<file path="src/rtl/pdp_mem_arbiter.sv">
// pdp_mem_arbiter: single-port memory arbiter between instruction fetch (IFU)
// and execute (EXEC). Request pulses are captured into one-entry slots, one
// access is issued per cycle from registers, and read data is steered back to
// the requester that issued the read.
module pdp_mem_arbiter #(
  parameter int ADDR_WIDTH = 12,
  parameter int DATA_WIDTH = 12
) (
  input  logic                  clk,
  input  logic                  reset_n,
  input  logic                  ifu_rd_req,
  input  logic [ADDR_WIDTH-1:0] ifu_rd_addr,
  output logic                  ifu_rd_vld,
  output logic [DATA_WIDTH-1:0] ifu_rd_data,
  output logic                  ifu_busy,
  input  logic                  exec_rd_req,
  input  logic [ADDR_WIDTH-1:0] exec_rd_addr,
  input  logic                  exec_wr_req,
  input  logic [ADDR_WIDTH-1:0] exec_wr_addr,
  input  logic [DATA_WIDTH-1:0] exec_wr_data,
  output logic                  exec_rd_vld,
  output logic [DATA_WIDTH-1:0] exec_rd_data,
  output logic                  exec_busy,
  output logic                  mem_req,
  output logic                  mem_we,
  output logic [ADDR_WIDTH-1:0] mem_addr,
  output logic [DATA_WIDTH-1:0] mem_wdata,
  input  logic [DATA_WIDTH-1:0] mem_rdata,
  output logic                  proto_err
);

  // Read-owner tag encodings
  localparam logic [1:0] OWN_NONE = 2'd0;
  localparam logic [1:0] OWN_IFU  = 2'd1;
  localparam logic [1:0] OWN_EXEC = 2'd2;

  // Request slots
  logic                  r_ifu_pend;
  logic [ADDR_WIDTH-1:0] r_ifu_addr;
  logic                  r_ex_pend;
  logic                  r_ex_we;
  logic [ADDR_WIDTH-1:0] r_ex_addr;
  logic [DATA_WIDTH-1:0] r_ex_wdata;

  // Round-robin pointer: 1 = IFU has priority, 0 = EXEC has priority
  logic                  r_rr_ifu;

  // Issue stage and read-return tracking
  logic                  r_mem_req;
  logic                  r_mem_we;
  logic [ADDR_WIDTH-1:0] r_mem_addr;
  logic [DATA_WIDTH-1:0] r_mem_wdata;
  logic [1:0]            r_iss_owner;
  logic [1:0]            r_rd_owner;
  logic                  r_err;

  // Combinational arbitration results
  logic                  w_raw;
  logic                  w_grant_ifu;
  logic                  w_grant_ex;
  logic                  w_rr_flip;
  logic                  w_ex_req;
  logic                  w_err_evt;

  assign w_ex_req  = exec_rd_req | exec_wr_req;
  assign w_err_evt = (exec_rd_req & exec_wr_req)
                   | (ifu_rd_req & r_ifu_pend)
                   | (w_ex_req & r_ex_pend);

  // Pick one pending slot: RAW hazard forces EXEC, otherwise round-robin on contention
  always_comb begin
    w_raw       = r_ex_pend & r_ex_we & r_ifu_pend & (r_ex_addr == r_ifu_addr);
    w_grant_ifu = 1'b0;
    w_grant_ex  = 1'b0;
    w_rr_flip   = 1'b0;
    if (r_ifu_pend && r_ex_pend) begin
      if (w_raw) begin
        w_grant_ex = 1'b1;
      end else begin
        w_rr_flip = 1'b1;
        if (r_rr_ifu) w_grant_ifu = 1'b1;
        else          w_grant_ex  = 1'b1;
      end
    end else begin
      w_grant_ifu = r_ifu_pend;
      w_grant_ex  = r_ex_pend;
    end
  end

  // Slot capture/release and round-robin pointer update
  always_ff @(posedge clk) begin
    if (!reset_n) begin
      r_ifu_pend <= 1'b0;
      r_ifu_addr <= '0;
      r_ex_pend  <= 1'b0;
      r_ex_we    <= 1'b0;
      r_ex_addr  <= '0;
      r_ex_wdata <= '0;
      r_rr_ifu   <= 1'b0;
    end else begin
      if (w_grant_ifu) begin
        r_ifu_pend <= 1'b0;
      end else if (ifu_rd_req && !r_ifu_pend) begin
        r_ifu_pend <= 1'b1;
        r_ifu_addr <= ifu_rd_addr;
      end
      // A simultaneous read+write keeps the write; the read is dropped
      if (w_grant_ex) begin
        r_ex_pend <= 1'b0;
      end else if (w_ex_req && !r_ex_pend) begin
        r_ex_pend  <= 1'b1;
        r_ex_we    <= exec_wr_req;
        r_ex_addr  <= exec_wr_req ? exec_wr_addr : exec_rd_addr;
        r_ex_wdata <= exec_wr_data;
      end
      if (w_rr_flip) r_rr_ifu <= ~r_rr_ifu;
    end
  end

  // Registered memory strobe driven from the granted slot
  always_ff @(posedge clk) begin
    if (!reset_n) begin
      r_mem_req   <= 1'b0;
      r_mem_we    <= 1'b0;
      r_mem_addr  <= '0;
      r_mem_wdata <= '0;
      r_iss_owner <= OWN_NONE;
    end else begin
      r_mem_req <= w_grant_ifu | w_grant_ex;
      if (w_grant_ex) begin
        r_mem_we    <= r_ex_we;
        r_mem_addr  <= r_ex_addr;
        r_mem_wdata <= r_ex_wdata;
        r_iss_owner <= r_ex_we ? OWN_NONE : OWN_EXEC;
      end else if (w_grant_ifu) begin
        r_mem_we    <= 1'b0;
        r_mem_addr  <= r_ifu_addr;
        r_iss_owner <= OWN_IFU;
      end else begin
        r_iss_owner <= OWN_NONE;
      end
    end
  end

  // Owner tag for the read returning this cycle (memory latency is one cycle)
  always_ff @(posedge clk) begin
    if (!reset_n) r_rd_owner <= OWN_NONE;
    else          r_rd_owner <= r_iss_owner;
  end

  // Sticky protocol-violation flag
  always_ff @(posedge clk) begin
    if (!reset_n)       r_err <= 1'b0;
    else if (w_err_evt) r_err <= 1'b1;
  end

  assign ifu_busy     = r_ifu_pend;
  assign exec_busy    = r_ex_pend;
  assign mem_req      = r_mem_req;
  assign mem_we       = r_mem_we;
  assign mem_addr     = r_mem_addr;
  assign mem_wdata    = r_mem_wdata;
  assign ifu_rd_vld   = (r_rd_owner == OWN_IFU);
  assign exec_rd_vld  = (r_rd_owner == OWN_EXEC);
  assign ifu_rd_data  = mem_rdata;
  assign exec_rd_data = mem_rdata;
  assign proto_err    = r_err;

endmodule

</file>
<file path="config.mk">
export PLATFORM = sky130hd
export DESIGN_NAME = pdp_mem_arbiter
export DESIGN_NICKNAME = d
export VERILOG_FILES = /design/src/rtl/pdp_mem_arbiter.sv
export SDC_FILE = /design/constraint.sdc
export NUM_CORES = 1
export LEC_CHECK = 0
export CAP_MARGIN = 20
export CORE_UTILIZATION = 48
export DETAILED_ROUTE_END_ITERATION = 7
export MAX_ROUTING_LAYER = met4
export PLACE_DENSITY = 0.86
export SETUP_SLACK_MARGIN = 0.3
export SLEW_MARGIN = 5
export SYNTH_ARGS = -nofsm -noshare
export SYNTH_HDL_FRONTEND = slang
export SYNTH_SLANG_ARGS = --single-unit
</file>
<file path="constraint.sdc">
create_clock -name clk -period 5.48 [get_ports clk]
set_clock_uncertainty 0.15 [all_clocks]
set_input_delay 1.096 -clock clk [delete_from_list [all_inputs] [get_ports clk]]
set_output_delay 1.096 -clock clk [all_outputs]
set_load 0.02 [all_outputs]
</file>
Yosys cells after proc, flatten, opt, wreduce, memory -nomap -nowiden
Cells that the tools add are included.

cells by class
  equality and inequality tests = 3
  muxes and demuxes = 16
  bitwise operators = 14
  reductions and logical operators = 10

operators by type and width
  operator            number
  $mux 12             3
  $eq 12x12->1        1
  $mux 1              11
  $and 1x1->1         6
  $mux 2              2
  $not 1->1           4
  $or 1x1->1          4
  $reduce_and 2->1    2
  $reduce_or 2->1     2
  $logic_and 1x1->1   3
  $eq 2x1->1 const B  1
  $eq 2x2->1 const B  1
  $logic_not 1->1     2
  $reduce_bool 2->1   1

storage, ports and cells
  bits in registers = 71
  bits of input ports = 65
  logic and storage cells = 57

Depth between registers and ports, before layout
Gate-level depths: netlist (run 1).

  depth after elaboration = 7
  mapped depth = 6
  mapped depth without buffers = 5

Least setup slack after synthesis (run 1)
No wires, ideal clock.

  path type = input -> register
  start = input exec_wr_req
  end = register r_ex_addr[10]
  data arrival time = 2237 ps
  data required time = 5214 ps
  slack = 2977 ps
  stages on the path = 6
  path buffers = 2
  cells stage by stage = clkbuf_1 -> nor2_1 -> nor2_1 -> clkbuf_1 -> nand2_1 -> o211a_1

on the way
  longest elaborated chain between the ends = 3
  elaborated cells between the ends (all ways) = 4
  classes of those cells = 1 x mux; 1 x bitwise; 2 x reduce/logical

ends and longest elaborated chain
  item                               line  RTL
  start: declaration                 18    input logic exec_wr_req,
  $or 1x1->1                         65    assign w_ex_req = exec_rd_req | exec_wr_req;
  $logic_and 1x1->1                  110   end else if (w_ex_req && !r_ex_pend) begin
  $reduce_and 2->1 (no source line)  --
  end signal: assignment             113   r_ex_addr <= exec_wr_req ? exec_wr_addr : exec_rd_addr;
  end: declaration                   42    logic [ADDR_WIDTH-1:0] r_ex_addr;

Parallel ways exist; a longest one is shown, timed or not.
A chain may end at the register's enable or synchronous reset.

==> impl_metrics.ini, run 1 <==
[critical_path]
critical_path_peak_fanout = 74
worst_setup_path_end_kind = flop
crit_end = mem_addr[6]
crit-reg2reg-capture = mem_addr[6]
worstSetupPathType = in -> reg
timing.reg2reg.setup_slack_ns = 3.06
cp-startpoint = reset_n
cp_cell_sequence = buf_2, buf_4, o21a_1, nor2b_1, nand2_1, a2bb2oi_1, o21ai_0
critical_path_required_ns = 5.60
cp-start-kind = primary input
timing.reg2reg.worst_path_depth = 5
largest_stage_delay_on_the_critical_path_ns = 0.76
timing.critical_path.slowest_stage_cell = nor2b_1
critical_path.reg2reg.startpoint = exec_busy
critPathArrivalTime_ns = 3.31

[sta]
finalHoldViolCount = 0
setup_viol = 0
rsz0062_at_grt = no
min_period_ns = 3.184
worst_slew_pin_slew_ns = 0.8799
final_count_of_pins_violating_max_slew = 0
fin_crit_sh_pct = 58.11
relSlewSlack_pct = 41.08
maxClockFrequency_mhz = 314.1
finalSetupTns_ns = 0

[floorplan]
floorplan.die_area_mm2 = 0.007084
row_count = 29
floorplan.die.height_um = 84.17
start_util_pct = 50.46
num_io_pins = 120
floorplan.core_area_mm2 = 0.006422
die_w_um = 84.17

[grt]
maximum_number_of_pins_on_one_net_before_global_route_repair = 75
first_global_vias = 2468
number_of_antenna_violations_at_the_first_check_in_global_routing = 0
grt_util_all_layers_pct = 21.28
grt-ovfl-total = 0
grt_pass1_wl_mm = 11.60

[cts]
htreeDepth = 3
postCtsSetupRepairBufs = 0
tritoncts = yes
cts-resized-gates = 0
max-clock-path-buffers = 2
cts_num_sinks = 71
cts_inserted_buffers = 9
ctsRootBufferMaster = clkbuf_8
clk-insertion-delay-late_ns = 0.35
cts.reportedPaths.clkPinSlew_ns = 0.07
cts_hold_buffers = 0

[routing]
vias_per_cell = 5.285
total_wire_length_after_detailed_routing_mm = 6.881
drt_iter0_markers = 152
routed-via-count = 2616
post-route-drc-count = 22
route.antenna.remaining_nets = 0
firstDrtPassIters = 7
route.detailed.wl_per_inst_um = 13.90

[synthesis]
synth_cells = 365
mappedNetlistArea_mm2 = 0.003241
ys_seq_area_share_pct = 43.86
synthesis_stage_register_bit_count = 71
synthesis.area_per_instance_um2 = 8.878
yosys.cell_types.count = 34
ys.warnings.count = 0
synth_fp_nets = 430

[outcome]
run_status = finished, violations left
failed_checks = DRC

[layout]
fin_cells = 495
mostFrequentLayoutCell = nand2_1
drive_above_1_share_pct = 5.981
antenna_cells_inserted = 0
syn_to_final_growth_pct = 27.34
final_cell_mix = 89 x nand2_1, 82 x clkdlybuf4s50_1, 71 x dfxtp_1
finalNetCount = 478

[power]
leakage_nw = 1.685
power.density_mw_per_mm2 = 285.1
vdd_drop_max_mv = 0.1804

[placed_design]
port_buffers = 83
detailed_place_hpwl_mm = 4.848
final_replace_weighted_congestion = 0.8370
numPlacedInstances = 478

[job]
max-cap-violations = 0

[worst_hold_path]
min-delay-path-class = reg -> reg
[worst max-delay path, delay by kind of cell]
family                 cells  cell delay [ns]
AOI/OAI and AO/OA          3             0.74
buffers and inverters      2             0.57
and+or+nand+nor            2             0.88
[worst min-delay path by stage]
stage	start	end	slack [ns]	cells past startpoint
final	r_iss_owner[0]	r_rd_owner[0]	0.28	1
after floorplan	r_iss_owner[0]	r_rd_owner[0]	0.26	1
after CTS	r_iss_owner[0]	r_rd_owner[0]	0.28	1
after detailed placement	r_iss_owner[0]	r_rd_owner[0]	0.27	1
after global placement	r_iss_owner[1]	r_rd_owner[1]	0.27	1
after global routing	r_iss_owner[0]	r_rd_owner[0]	0.30	1
[metal layers]
layer / track usage, % / up-vias / part of all wire [%]
li1: - / 1316 / -
met1: 24.49 / 1216 / 43
met2: 35.77 / 78 / 50
met3: 6.195 / 6 / 5.6
met4: 6.740 / 0 / 0.74
met5: - / - / 0
[synthesized netlist by cell type]
| library cell | instances | share of area [%] |
|---|---|---|
| a211oi_1 | 1 | 0.23 |
| a21boi_0 | 28 | 6.5 |
| a22oi_1 | 11 | 2.5 |
| a2bb2oi_1 | 1 | 0.27 |
| and2_1 | 3 | 0.58 |
| and3_1 | 1 | 0.19 |
| buf_1 | 1 | 0.12 |
| buf_2 | 3 | 0.46 |
| buf_4 | 24 | 5.6 |
| buf_6 | 1 | 0.35 |
| clkbuf_1 | 20 | 2.3 |
| dfxtp_1 | 71 | 44 |
| inv_1 | 2 | 0.23 |
| maj3_1 | 1 | 0.31 |
| mux2i_1 | 24 | 7.4 |
| nand2_1 | 89 | 10 |
| nand2b_1 | 2 | 0.39 |
| nand3_1 | 23 | 3.6 |
| nand3b_1 | 11 | 2.5 |
| nand4_1 | 3 | 0.58 |
| nor2_1 | 2 | 0.23 |
| nor2_4 | 1 | 0.35 |
| nor2b_1 | 5 | 0.97 |
| nor3b_1 | 1 | 0.23 |
| nor3b_2 | 1 | 0.39 |
| nor4_4 | 1 | 0.66 |
| o211a_1 | 12 | 3.7 |
| o21a_1 | 1 | 0.23 |
| o21ai_0 | 5 | 0.77 |
| o21bai_1 | 1 | 0.23 |
| o311a_1 | 1 | 0.31 |
| or2_2 | 1 | 0.19 |
| or3_1 | 1 | 0.19 |
| xnor2_1 | 12 | 3.2 |
[sequential cells by signal, indices dropped and copies added (netlist names)]
signal	flops
proto_err	1
r_rr_ifu	1
exec_busy	1
r_rd_owner	2
r_ex_we	1
mem_addr	12
r_iss_owner	2
mem_wdata	12
r_ifu_addr	12
mem_we	1
r_ex_wdata	12
ifu_busy	1
r_ex_addr	12
mem_req	1
[per-stage QoR]
step	total power [mW]	cell area [µm²]	setup slack [ns]	util (%)	hold slack (ns)
after floorplan	0.7280	3241	2.977	-	0.2619
after global placement	0.7832	3892	1.769	60.61	0.2718
after detailed placement	0.7935	3920	1.968	61.04	0.2686
after CTS	1.187	4115	2.345	64.08	0.2797
after global routing	1.232	4126	2.077	64.25	0.2982
final	1.176	4126	2.296	64.25	0.2798
[logic make-up (layout without fill, tap and decap cells)]
| kind of cell | after synthesis | in the layout | share of synthesized area [%] |
|---|---|---|---|
| AOI/OAI and AO/OA | 61 | 61 | 14.79 |
| DFF | 71 | 71 | 43.86 |
| and+or+nand+nor | 145 | 145 | 21.35 |
| muxes | 24 | 24 | 7.413 |
| buffers and inverters | 51 | 104 | 9.034 |
| xor gates and xnor gates | 12 | 12 | 3.243 |
| adders and majority gates | 1 | 1 | 0.3089 |
[report_power, final]
group	switching [mW]	leakage, nW	internal [mW]
Sequential	0.0330	0.583	0.552
Combinational	0.0921	1.00	0.105
Clock	0.182	0.0987	0.213
[final cells by class]
type / count / area [µm²]
Clock inverter: 2 / 12.51
Sequential cell: 71 / 1421
Clock buffer: 14 / 182.7
Fill cell: 537 / 2296
Tap cell: 77 / 96.34
Multi-Input combinational cell: 243 / 1534
Timing Repair Buffer: 86 / 872.1
Inverter: 2 / 7.507
No activity file was read; power rests on OpenSTA's default activity.
==> run 2, diff against run 1 <==
--- a/config.mk
+++ b/config.mk
@@ -6,10 +6,10 @@
 export NUM_CORES = 1
 export LEC_CHECK = 0
 export CAP_MARGIN = 20
-export CORE_UTILIZATION = 48
+export CORE_UTILIZATION = 40
 export DETAILED_ROUTE_END_ITERATION = 7
 export MAX_ROUTING_LAYER = met4
-export PLACE_DENSITY = 0.86
+export PLACE_DENSITY = 0.76
 export SETUP_SLACK_MARGIN = 0.3
 export SLEW_MARGIN = 5
 export SYNTH_ARGS = -nofsm -noshare
==> constraint.sdc (replaced) <==
create_clock -name clk -period 2.73 [get_ports clk]
set_clock_uncertainty 0.15 [all_clocks]
set_input_delay 0.546 -clock clk [delete_from_list [all_inputs] [get_ports clk]]
set_output_delay 0.546 -clock clk [all_outputs]
set_load 0.02 [all_outputs]
==> run 2 against run 1 <==
Against the previous run:
- the flow now finishes without violations
- sequential share of layout area down 0.89 points
- clock-buffer cell count down 3
- via count down 0.27%
- design area up 2.7%
- first-iteration DRC count down 9.9%
- routed wire length up 3.5%
- global-route usage down 3.0 points
- sequential cell count unchanged
- die area up 20%
- critical endpoint is now ifu_busy
==> impl_metrics.ini, run 2 (synthesis gave the netlist of run 1 again) <==
[critical_path]
worst_setup_path_end_kind = output pin
worstSetupPathType = reg -> out
cp-start-kind = flop
largest_stage_delay_on_the_critical_path_ns = 0.67
cp_num_buf_inv = 1
cp_delay_by_family_top = buffers and inverters
cp_cell_sequence = clkdlybuf4s50_1
timing.critical_path.slowest_stage_cell = clkdlybuf4s50_1
critical_path_required_ns = 2.03
timing.reg2reg.setup_slack_ns = 0.70
critPathArrivalTime_ns = 1.52
critical_path_peak_fanout = 10

[routing]
post-route-drc-count = 0
route.antenna.remaining_nets = 0
firstDrtPassIters = 4
route.detailed.wl_per_inst_um = 13.54
total_wire_length_after_detailed_routing_mm = 7.123
drt_iter0_markers = 137
vias_per_cell = 4.960
routed-via-count = 2609

[layout]
mostFrequentLayoutCell = nand2_1
finalNetCount = 484
syn_to_final_growth_pct = 30.81
final_cell_mix = 89 x nand2_1, 82 x clkdlybuf4s50_1, 70 x dfxtp_1
fill_cells = 746
fin_cells = 526
antenna_cells_inserted = 0
drive_above_1_share_pct = 7.311

[cts]
cts.reportedPaths.clkPinSlew_ns = 0.07
cts_inserted_buffers = 9
ctsRootBufferMaster = clkbuf_8
cts_num_sinks = 71
postCtsSetupRepairBufs = 0
tritoncts = yes
htreeDepth = 3
max-clock-path-buffers = 2
cts-resized-gates = 0
clk-insertion-delay-late_ns = 0.34
cts_hold_buffers = 0

[floorplan]
num_io_pins = 120
row_count = 32
floorplan.die.height_um = 92.01
start_util_pct = 41.72
floorplan.core_area_mm2 = 0.007767
die_w_um = 92.01
floorplan.die_area_mm2 = 0.008466

[grt]
grt-ovfl-total = 0
grt_pass1_wl_mm = 11.74
grt_util_all_layers_pct = 18.28
number_of_antenna_violations_at_the_first_check_in_global_routing = 0
maximum_number_of_pins_on_one_net_before_global_route_repair = 54
first_global_vias = 2529

[sta]
worst_slew_pin_slew_ns = 0.8147
rsz0062_at_grt = no
setup_viol = 0
finalSetupTns_ns = 0
final_worst_hold_slack_ns = 0.2869
relSlewSlack_pct = 45.57
min_period_ns = 2.218
maxClockFrequency_mhz = 450.9
setup_ws_ns = 0.5121
final_count_of_pins_violating_max_slew = 0
fin_crit_sh_pct = 81.24
finalHoldViolCount = 0

[power]
vdd_drop_max_mv = 0.3982
leakage_nw = 1.726
p_total_mw = 2.592
power.density_mw_per_mm2 = 611.5

[placed_design]
detailed_place_hpwl_mm = 5.078
placement.setup.worst_slack_ns = 0.6380
numPlacedInstances = 510
port_buffers = 83
final_replace_weighted_congestion = 0.8609

[job]
max-cap-violations = 0

[outcome]
run_status = finished clean

[worst_hold_path]
min-delay-path-class = reg -> reg
## run 2: layout make-up
| type | instances | area, µm² | share of cell area [%] |
|---|---|---|---|
| Multi-Input combinational cell | 243 | 1529 | 36.07 |
| Tap cell | 102 | 127.6 | 3.011 |
| Timing Repair Buffer | 92 | 905.9 | 21.37 |
| Clock buffer | 11 | 141.4 | 3.335 |
| Inverter | 2 | 7.507 | 0.1771 |
| Clock inverter | 5 | 105.1 | 2.479 |
| Sequential cell | 71 | 1423 | 33.56 |
## run 2: worst reg2reg max path: stages (launching register included)
cell and delay (ns):
dfxtp_1 0.50, a21boi_0 0.27, nor2b_1 0.70, nand2_1 0.13, a2bb2oi_1 0.15, o21ai_0 0.06
## run 2: path summary, 6_finish.rpt
path,start,endpoint,cells past startpoint
max,ifu_busy,ifu_busy,1
max reg2reg,ifu_busy,mem_addr[6],5
min reg2reg,r_iss_owner[1],r_rd_owner[1],1
min,r_iss_owner[1],r_rd_owner[1],1
## run 2: where the power goes
| group | internal, mW | leakage, nW | switching (mW) | total (mW) |
|---|---|---|---|---|
| clock | 0.632 | 0.116 | 0.388 | 1.02 |
| sequential | 1.11 | 0.583 | 0.0662 | 1.17 |
| combinational | 0.214 | 1.03 | 0.185 | 0.399 |
| total | 1.95 | 1.73 | 0.639 | 2.59 |
## run 2: layer usage
layer | share of wire [%] | global-route usage (%) | vias to the layer above
li1 | - | - | 1320
met1 | 43 | 21.05 | 1175
met2 | 47 | 29.60 | 95
met3 | 7.0 | 5.141 | 19
met4 | 2.7 | 8.203 | 0
met5 | 0 | - | -
## run 2: through the flow
step                      util, %  instance area (µm²)
final                       54.57                 4239
after global routing        54.57                 4239
after CTS                   54.56                 4238
after detailed placement    51.39                 3991
after global placement      51.39                 3991
after floorplan                 -                 3241
